--- src/rtl/dice_pkg.sv ---
// Shared types and default sizing for the dice turn scheduler.
package dice_pkg;

    typedef enum logic [1:0] {
        IDLE  = 2'd0,
        GRST  = 2'd1,
        PLAY  = 2'd2,
        CLOSE = 2'd3
    } state_t;

    localparam int DEF_NUM_PLAYERS = 4;
    localparam int DEF_SCORE_W     = 8;
    localparam int DEF_TIMEOUT     = 16;

endpackage

--- src/rtl/dice_turn_sched_rr_pick.sv ---
// Combinational round-robin selector: first set request at or after ptr, wrapping.
module rr_pick #(
    parameter int N  = 4,
    parameter int IW = 2
) (
    input  logic [N-1:0]  req,
    input  logic [IW-1:0] ptr,
    output logic [IW-1:0] idx,
    output logic          valid
);

    logic [IW:0]   sum;
    logic [IW-1:0] pos;

    // Scan offsets from farthest to nearest so the nearest hit to ptr is written last.
    always_comb begin
        idx   = '0;
        valid = 1'b0;
        sum   = '0;
        pos   = '0;
        for (int k = N - 1; k >= 0; k--) begin
            sum = {1'b0, ptr} + (IW + 1)'(k);
            if (sum >= (IW + 1)'(N)) begin
                sum = sum - (IW + 1)'(N);
            end
            pos = sum[IW-1:0];
            if (req[pos]) begin
                idx   = pos;
                valid = 1'b1;
            end
        end
    end

endmodule

--- src/rtl/dice_turn_sched.sv ---
// Shares one dice_game among NUM_PLAYERS players: round-robin turns, game reset
// per turn, roll-button pass-through, watchdog forfeit and per-player win counters.
module dice_turn_sched
    import dice_pkg::*;
#(
    parameter int NUM_PLAYERS = DEF_NUM_PLAYERS,
    parameter int SCORE_W     = DEF_SCORE_W,
    parameter int TIMEOUT     = DEF_TIMEOUT
) (
    input  logic                           clk,
    input  logic                           reset,
    input  logic [NUM_PLAYERS-1:0]         req,
    output logic [NUM_PLAYERS-1:0]         grant,
    output logic                           game_rb,
    output logic                           game_reset,
    input  logic                           game_win,
    input  logic                           game_lose,
    output logic                           turn_done,
    output logic                           turn_won,
    output logic [$clog2(NUM_PLAYERS)-1:0] turn_player,
    output logic [NUM_PLAYERS*SCORE_W-1:0] wins_flat
);

    localparam int PW  = $clog2(NUM_PLAYERS);
    localparam int WDW = $clog2(TIMEOUT + 1);

    state_t         state_q, state_d;
    logic [PW-1:0]  cur_q, cur_d;
    logic [PW-1:0]  ptr_q, ptr_d;
    logic [PW-1:0]  player_q, player_d;
    logic           won_q, won_d;
    logic [WDW-1:0] wd_q, wd_d;

    logic [PW-1:0]  pick_idx;
    logic           pick_valid;
    logic           req_cur;
    logic [WDW-1:0] wd_inc;

    rr_pick #(
        .N  (NUM_PLAYERS),
        .IW (PW)
    ) u_pick (
        .req   (req),
        .ptr   (ptr_q),
        .idx   (pick_idx),
        .valid (pick_valid)
    );

    assign req_cur     = req[cur_q];
    assign wd_inc      = wd_q + WDW'(1);
    assign turn_won    = won_q;
    assign turn_player = player_q;

    always_comb begin
        state_d    = state_q;
        cur_d      = cur_q;
        ptr_d      = ptr_q;
        player_d   = player_q;
        won_d      = won_q;
        wd_d       = wd_q;
        grant      = '0;
        game_rb    = 1'b0;
        game_reset = 1'b1;
        turn_done  = 1'b0;

        unique case (state_q)
            IDLE: begin
                if (pick_valid) begin
                    cur_d   = pick_idx;
                    state_d = GRST;
                end
            end

            GRST: begin
                grant   = NUM_PLAYERS'(1) << cur_q;
                wd_d    = '0;
                state_d = PLAY;
            end

            PLAY: begin
                game_reset = 1'b0;
                grant      = NUM_PLAYERS'(1) << cur_q;
                game_rb    = req_cur;
                wd_d       = req_cur ? '0 : wd_inc;
                // Win beats lose when both arrive together; forfeit only if neither.
                if (game_win) begin
                    won_d    = 1'b1;
                    player_d = cur_q;
                    state_d  = CLOSE;
                end else if (game_lose) begin
                    won_d    = 1'b0;
                    player_d = cur_q;
                    state_d  = CLOSE;
                end else if (!req_cur && (wd_inc == WDW'(TIMEOUT))) begin
                    won_d    = 1'b0;
                    player_d = cur_q;
                    state_d  = CLOSE;
                end
            end

            CLOSE: begin
                turn_done = 1'b1;
                ptr_d     = (cur_q == PW'(NUM_PLAYERS - 1)) ? '0 : cur_q + PW'(1);
                state_d   = IDLE;
            end

            default: begin
                state_d = IDLE;
            end
        endcase
    end

    always_ff @(posedge clk) begin
        if (reset) begin
            state_q  <= IDLE;
            cur_q    <= '0;
            ptr_q    <= '0;
            player_q <= '0;
            won_q    <= 1'b0;
            wd_q     <= '0;
        end else begin
            state_q  <= state_d;
            cur_q    <= cur_d;
            ptr_q    <= ptr_d;
            player_q <= player_d;
            won_q    <= won_d;
            wd_q     <= wd_d;
        end
    end

    for (genvar gi = 0; gi < NUM_PLAYERS; gi++) begin : g_score
        logic [SCORE_W-1:0] cnt_q, cnt_d;

        always_comb begin
            cnt_d = cnt_q;
            if ((state_q == CLOSE) && won_q && (cur_q == PW'(gi))
                    && (cnt_q != {SCORE_W{1'b1}})) begin
                cnt_d = cnt_q + SCORE_W'(1);
            end
        end

        always_ff @(posedge clk) begin
            if (reset) begin
                cnt_q <= '0;
            end else begin
                cnt_q <= cnt_d;
            end
        end

        assign wins_flat[gi*SCORE_W +: SCORE_W] = cnt_q;
    end

endmodule

--- config.mk ---
export PLATFORM = sky130hd
export DESIGN_NAME = dice_turn_sched
export DESIGN_NICKNAME = d
export VERILOG_FILES = /design/src/rtl/dice_pkg.sv /design/src/rtl/dice_turn_sched_rr_pick.sv /design/src/rtl/dice_turn_sched.sv
export SDC_FILE = /design/constraint.sdc
export NUM_CORES = 1
export LEC_CHECK = 0
export CAP_MARGIN = 20
export CORE_MARGIN = 4
export CORE_UTILIZATION = 40
export CTS_CLUSTER_DIAMETER = 60
export DETAILED_ROUTE_END_ITERATION = 12
export GPL_ROUTABILITY_DRIVEN = 0
export PLACE_DENSITY = 0.65
export SYNTH_ARGS = -nofsm -noshare
export SYNTH_HDL_FRONTEND = slang
export SYNTH_SLANG_ARGS = --single-unit
--- constraint.sdc ---
create_clock -name clk -period 2.35 [get_ports clk]
set_input_delay 0.235 -clock clk [delete_from_list [all_inputs] [get_ports clk]]
set_output_delay 0.235 -clock clk [all_outputs]
set_load 0.05 [all_outputs]
==> qor.yml, run 1 <==
clock_network:
  cts-htree-levels: 2
  hold_buffers: 0
  insertion_delay_ns: 0.29
  post_cts_buffers: 0
  cts_root_buffer: "clkbuf_8"
  cts_tree: "yes"
  clkTransAtPathRegs_ns: 0.08
  clockBufferDepth: 2
  cts_buffers: 5
  cts.sinks: 46
  cts.repair.resized: 0
place:
  io_buffers: 49
  place_ws_ns: 0.2502
  hpwlAfterDp_mm: 3.548
  place_inst: 377
timing:
  fin_crit_ns: 2.274
  relSlewSlack: 0.6436
  slew_viol_final: 0
  fin_ws_ns: 0.07641
  rsz0062_at_grt: "false"
  fmax_mhz: 439.8
  setup_tns_ns: 0
  hold_violations: 0
  holdWs_ns: 0.4801
  finalSetupViolations: 0
  post-route-period-util: 0.9675
  clock_skew_ns: 0.01050
  worst_pin_slew_ns: 0.5276
grt:
  grt.overflow.total: 0
  first_global_vias: 1881
  grt_max_degree: 32
  antenna_found_initial: 0
  grt_pass1_wl_mm: 8.507
  grt_use_total: 0.1435
synthesis:
  synth-compound-area-share: 0.1077
  synth_top_family_by_area: "simple AND/OR/NAND/NOR gates"
  synth-simple-area-share: 0.2338
  synth_nets: 282
  synthTopCellsByCount: "46 x dfxtp_1, 44 x nor2_1, 16 x xor2_1"
  synth_edf_count: 0
  synth_seq_cells: 46
  synthXorXnorAreaFrac: 0.1061
  synth.distinct_cells: 40
  ys.flop_type: "dfxtp_1"
  synth_top_area_frac: 0.3983
  syn_inst: 260
  synth_most_common_cell: "dfxtp_1"
  synth-adder-area-share: 0.07576
  ys_seq_area_frac: 0.3983
  yosys.area.top_type: "dfxtp_1"
  synth_area_leaders: "dfxtp_1 40%, ha_1 7.6%, nor2_1 7.1%"
  synth_warnings: 0
  syn_avg_cell_area_sq_um: 8.893
  syn_area_sq_mm: 0.002312
  synth.area.mux_share: 0.04870
  async_reset_ff_frac: 0
power:
  finalPower_mw: 1.951
  vdd_drop_max_v: 0.0003863
  power.leakage_nw: 1.076
  p_per_area_mw_per_mm2: 658.9
drt:
  drtAntennaViolNets: 0
  drc: 0
  routed_wl_mm: 4.870
  first_iter_violations: 82
  avgViaCountPerCell: 5.119
  first_pass_iters: 4
  vias: 1971
  post_drt_wl_per_cell_um: 12.65
final_layout:
  fillers: 550
  nNetsFinal: 334
  diodes: 0
  instances_no_fill: 385
  synthToLayoutAreaGrowth_pct: 28.08
  multi_input_area_sq_mm: 0.001323
  drive_gt1_frac: 0.07029
  regArea_sq_um: 920.9
critical_path:
  cp_data_arrival_time_ns: 2.04
  worst_ep_required_time_ns: 2.12
  worstSetupPathType: "reg2out"
  end_kind: "output port"
  startpoint_type: "flop"
  critical_path.max_fanout: 5
floorplanning:
  die_y_um: 84.03
  die_area_sq_mm: 0.007061
  core_area_sq_mm: 0.005540
  io_pins: 50
  row_count: 27
  die_w_um: 84.03
  start_util: 0.4173
run_status:
  run_status: "completed"
flow_run:
  maxCapViolCount: 0
hold_path:
  hp-class: "reg2reg"
-- kinds of logic after synthesis --
kind of cell               Yosys count
and+or+nand+nor                    113
DFF                                 46
AOI/OAI and AO/OA                   31
xor gates and xnor gates            28
buffers and inverters               18
adders and majority gates           14
muxes                               10
-- final timing paths --
| kind | slack [ns] | from | cells past startpoint | endpoint |
|---|---|---|---|---|
| worst max-delay path | 0.08 | state_q[0] | 4 | game_reset |
| worst min-delay path | 0.48 | turn_player[1] | 2 | turn_player[1] |
| worst max register to register | 0.40 | state_q[1] | 6 | g_score[0].cnt_q[6] |
| worst min register to register | 0.48 | turn_player[1] | 2 | turn_player[1] |
-- power by group --
part | switching [mW] | leakage (nW) | internal, mW
sequential | 0.0512 | 0.371 | 0.816
clock | 0.258 | 0.0452 | 0.210
combinational | 0.408 | 0.659 | 0.207
total | 0.718 | 1.08 | 1.23
-- routing by layer --
metal / routed length (um) / up-vias / part of all wire / global-route usage
li1: - / 1009 / - / -
met1: 2362 / 915 / 0.49 / 0.1838
met2: 2202 / 43 / 0.45 / 0.2360
met3: 267 / 4 / 0.055 / 0.03949
met4: 38 / 0 / 0.0078 / 0.03947
met5: 0 / - / 0 / 0
-- critical path: stages, from the launching register on --
cell,delay (ns)
dfxtp_1,0.37
inv_1,0.09
ha_1,0.28
inv_1,0.18
clkdlybuf4s50_1,0.83
-- cells in the final DEF (no fill, tap or decap), drive strengths merged, types with 2 or more instances in the layout --
cell           netlist  final
dfxtp               46     46
nor2                44     44
clkdlybuf4s50        0     44
xor2                16     16
nand2               15     15
nand3               14     14
ha                  14     14
xnor2               12     12
inv                 11     11
nor3                10     10
mux2i                9      9
buf                  1      8
nand4                7      7
nand2b               7      7
a21oi                6      6
clkbuf               6      6
a311oi               5      5
and2                 4      4
and4                 3      3
a41oi                3      3
o22ai                3      3
o21ai                3      3
and3                 3      3
o2111ai              2      2
nor2b                2      2
clkinv               0      2
-- through the flow --
stage                       util  cell area, sq um
final                     0.5346              2962
after CTS                 0.5346              2962
after detailed placement  0.5190              2875
after global routing      0.5346              2962
after global placement    0.5190              2875
after floorplan                -              2312
-- layout make-up --
| type | instances | share of cell area |
|---|---|---|
| Inverter | 11 | 0.01394 |
| Clock buffer | 6 | 0.02450 |
| Clock inverter | 2 | 0.004647 |
| Multi-Input combinational cell | 196 | 0.4466 |
| Tap cell | 72 | 0.03042 |
| Sequential cell | 46 | 0.3109 |
| Timing Repair Buffer | 52 | 0.1690 |
-- sequential cells by signal (all words and copies together) (netlist names) --
name and count:
g_score.cnt_q 32, ptr_q 2, turn_won 1, wd_q 5, cur_q 2, state_q 2
turn_player 2
No activity file was read; power rests on OpenSTA's default activity.
==> inputs of run 2 (changes only) <==
--- a/config.mk
+++ b/config.mk
@@ -11,7 +11,7 @@
 export CTS_CLUSTER_DIAMETER = 60
 export DETAILED_ROUTE_END_ITERATION = 12
 export GPL_ROUTABILITY_DRIVEN = 0
-export PLACE_DENSITY = 0.65
+export PLACE_DENSITY = 0.72
 export SYNTH_ARGS = -nofsm -noshare
 export SYNTH_HDL_FRONTEND = slang
 export SYNTH_SLANG_ARGS = --single-unit
==> qor.yml, run 2 (same netlist as run 1, synthesis figures left out) <==
critical_path:
  crit_slowest_cell: "clkdlybuf4s50_1"  # unchanged
  worst_ep_required_time_ns: 2.12  # about the same
  startpoint_type: "flop"  # unchanged
  cp_common_cell: "inv_1"  # unchanged
  crit_buf_inv: 3  # unchanged
  end_kind: "output port"  # unchanged
  critical_path.max_fanout: 5  # unchanged
  r2r_slack_ns: 0.42  # was 0.40 ns
  cpLargestDelayFamily: "buffers and inverters"  # unchanged
  path_cells: "inv_1, ha_1, inv_1, clkdlybuf4s50_1"  # unchanged
  cp_data_arrival_time_ns: 2.02  # was 2.04 ns
  reg2reg_from: "state_q[1]"  # unchanged
  ff2ff_path_depth: 6  # unchanged
  cp_slowest_stage_delay_ns: 0.83  # about the same
  worstSetupPathType: "reg2out"  # unchanged
  r2r_end: "g_score[3].cnt_q[4]"  # was g_score[0].cnt_q[6]
drt:
  drc: 0  # unchanged
  avgViaCountPerCell: 5.037  # was 5.119
  vias: 1929  # was 1971
  first_iter_violations: 71  # was 82
  routed_wl_mm: 4.936  # was 4.870 mm
  post_drt_wl_per_cell_um: 12.89  # was 12.65 um
  drtAntennaViolNets: 0  # unchanged
  first_pass_iters: 4  # unchanged
place:
  io_buffers: 49  # unchanged
  place_inst: 376  # was 377
  place_ws_ns: 0.2651  # was 0.2502 ns
  hpwlAfterDp_mm: 3.688  # was 3.548 mm
grt:
  grt_use_total: 0.1469  # was 0.1435
  first_global_vias: 1875  # was 1881
  antenna_found_initial: 0  # unchanged
  grt_max_degree: 38  # was 32
  grt_pass1_wl_mm: 8.618  # was 8.507 mm
  grt.overflow.total: 0  # unchanged
final_layout:
  largest-register: "g_score.cnt_q"  # unchanged
  layout.cells.most_common: "dfxtp_1"  # unchanged
  diodes: 0  # unchanged
  regArea_sq_um: 920.9  # unchanged
  most-common-layout-cells: "46 x dfxtp_1, 44 x nor2_1, 44 x clkdlybuf4s50_1"  # unchanged
  nNetsFinal: 333  # was 334
  largest_reg_flops: 32  # unchanged
  synthToLayoutAreaGrowth_pct: 27.33  # was 28.08%
  multi_input_area_sq_mm: 0.001323  # unchanged
  fillers: 543  # was 550
  instances_no_fill: 383  # was 385
  drive_gt1_frac: 0.06109  # was 0.07029
  largestRegisters: "g_score.cnt_q x32, wd_q x5"  # unchanged
timing:
  holdWs_ns: 0.4963  # was 0.4801 ns
  fin_ws_ns: 0.09680  # was 0.07641 ns
  post-route-period-util: 0.9588  # was 0.9675
  setup_tns_ns: 0  # unchanged
  clock_skew_ns: 0.002554  # was 0.01050 ns
  relSlewSlack: 0.6151  # was 0.6436
  slew_viol_final: 0  # unchanged
  rsz0062_at_grt: "false"  # unchanged
  fin_crit_ns: 2.253  # was 2.274 ns
  finalSetupViolations: 0  # unchanged
  worst_pin_slew_ns: 0.5721  # was 0.5276 ns
  hold_violations: 0  # unchanged
  fmax_mhz: 443.8  # was 439.8 MHz
floorplanning:
  core_area_sq_mm: 0.005540  # unchanged
  io_pins: 50  # unchanged
  die_y_um: 84.03  # unchanged
  row_count: 27  # unchanged
  die_w_um: 84.03  # unchanged
  die_area_sq_mm: 0.007061  # unchanged
  start_util: 0.4173  # unchanged
hold_path:
  min_from: "turn_player[1]"  # unchanged
  hold_end: "turn_player[1]"  # unchanged
  hp-class: "reg2reg"  # unchanged
  whs_path_depth: 2  # unchanged
clock_network:
  cts_root_buffer: "clkbuf_8"  # unchanged
  cts_tree: "yes"  # unchanged
  cts.sinks: 46  # unchanged
  hold_buffers: 0  # unchanged
  post_cts_buffers: 0  # unchanged
  cts-htree-levels: 2  # unchanged
  cts.repair.resized: 0  # unchanged
  clockBufferDepth: 2  # unchanged
  clkTransAtPathRegs_ns: 0.08  # about the same
  cts_buffers: 5  # unchanged
  insertion_delay_ns: 0.29  # about the same
power:
  power.leakage_nw: 1.063  # was 1.076 nW
  p_per_area_mw_per_mm2: 656.1  # was 658.9 mW/mm^2
  vdd_drop_max_v: 0.0003414  # was 0.0003863 V
run_status:
  run_status: "completed"  # unchanged
flow_run:
  maxCapViolCount: 0  # unchanged
run 2: worst max-delay path by stage:
stage,start,endpoint,depth (start not counted)
after floorplan,state_q[1],g_score[3].cnt_q[4],7
after global placement,req[1],state_q[1],6
after detailed placement,req[1],state_q[1],6
after CTS,state_q[0],game_reset,4
after global routing,state_q[0],game_reset,4
final,state_q[0],game_reset,4
run 2: cell type report:
| type | instances | share of cell area |
|---|---|---|
| Multi-Input combinational cell | 196 | 0.4492 |
| Sequential cell | 46 | 0.3128 |
| Clock buffer | 7 | 0.02592 |
| Tap cell | 72 | 0.03060 |
| Inverter | 11 | 0.01402 |
| Timing Repair Buffer | 51 | 0.1674 |
run 2: per-stage QoR:
| stage | power, mW | utilization | instance area (sq um) |
|---|---|---|---|
| floorplan | 1.319 | - | 2312 |
| global placement | 1.494 | 0.5176 | 2868 |
| detailed placement | 1.506 | 0.5176 | 2868 |
| CTS | 1.953 | 0.5314 | 2944 |
| global route | 2.054 | 0.5314 | 2944 |
| finish | 1.932 | 0.5314 | 2944 |
run 2: worst register-to-register path, delay by kind of cell, from the launching register on:
kind | cells | cell delay (ns)
fa+ha+maj | 1 | 0.39
compound gates | 1 | 0.47
simple gates | 3 | 0.42
xor+xnor | 1 | 0.17
flops | 1 | 0.39
run 2: per-layer routing:
metal	share of wire	vias up	global-route usage
met2	0.45	33	0.2339
li1	-	1010	-
met3	0.044	8	0.04442
met4	0.015	0	0.04678
met1	0.49	878	0.1895
met5	0	-	0
run 2: report_power, final:
group | switching, mW | internal, mW
Sequential | 0.0506 | 0.816
Clock | 0.246 | 0.205
Combinational | 0.407 | 0.207
Total | 0.703 | 1.23
==> inputs of run 3 (changes only) <==
--- a/config.mk
+++ b/config.mk
@@ -10,7 +10,7 @@
 export CORE_UTILIZATION = 40
 export CTS_CLUSTER_DIAMETER = 60
 export DETAILED_ROUTE_END_ITERATION = 12
-export GPL_ROUTABILITY_DRIVEN = 0
+export GPL_ROUTABILITY_DRIVEN = 1
 export PLACE_DENSITY = 0.72
 export SYNTH_ARGS = -nofsm -noshare
 export SYNTH_HDL_FRONTEND = slang
==> results of run 3 <==
Final layout, timing and power as in run 2 (identical DEF).
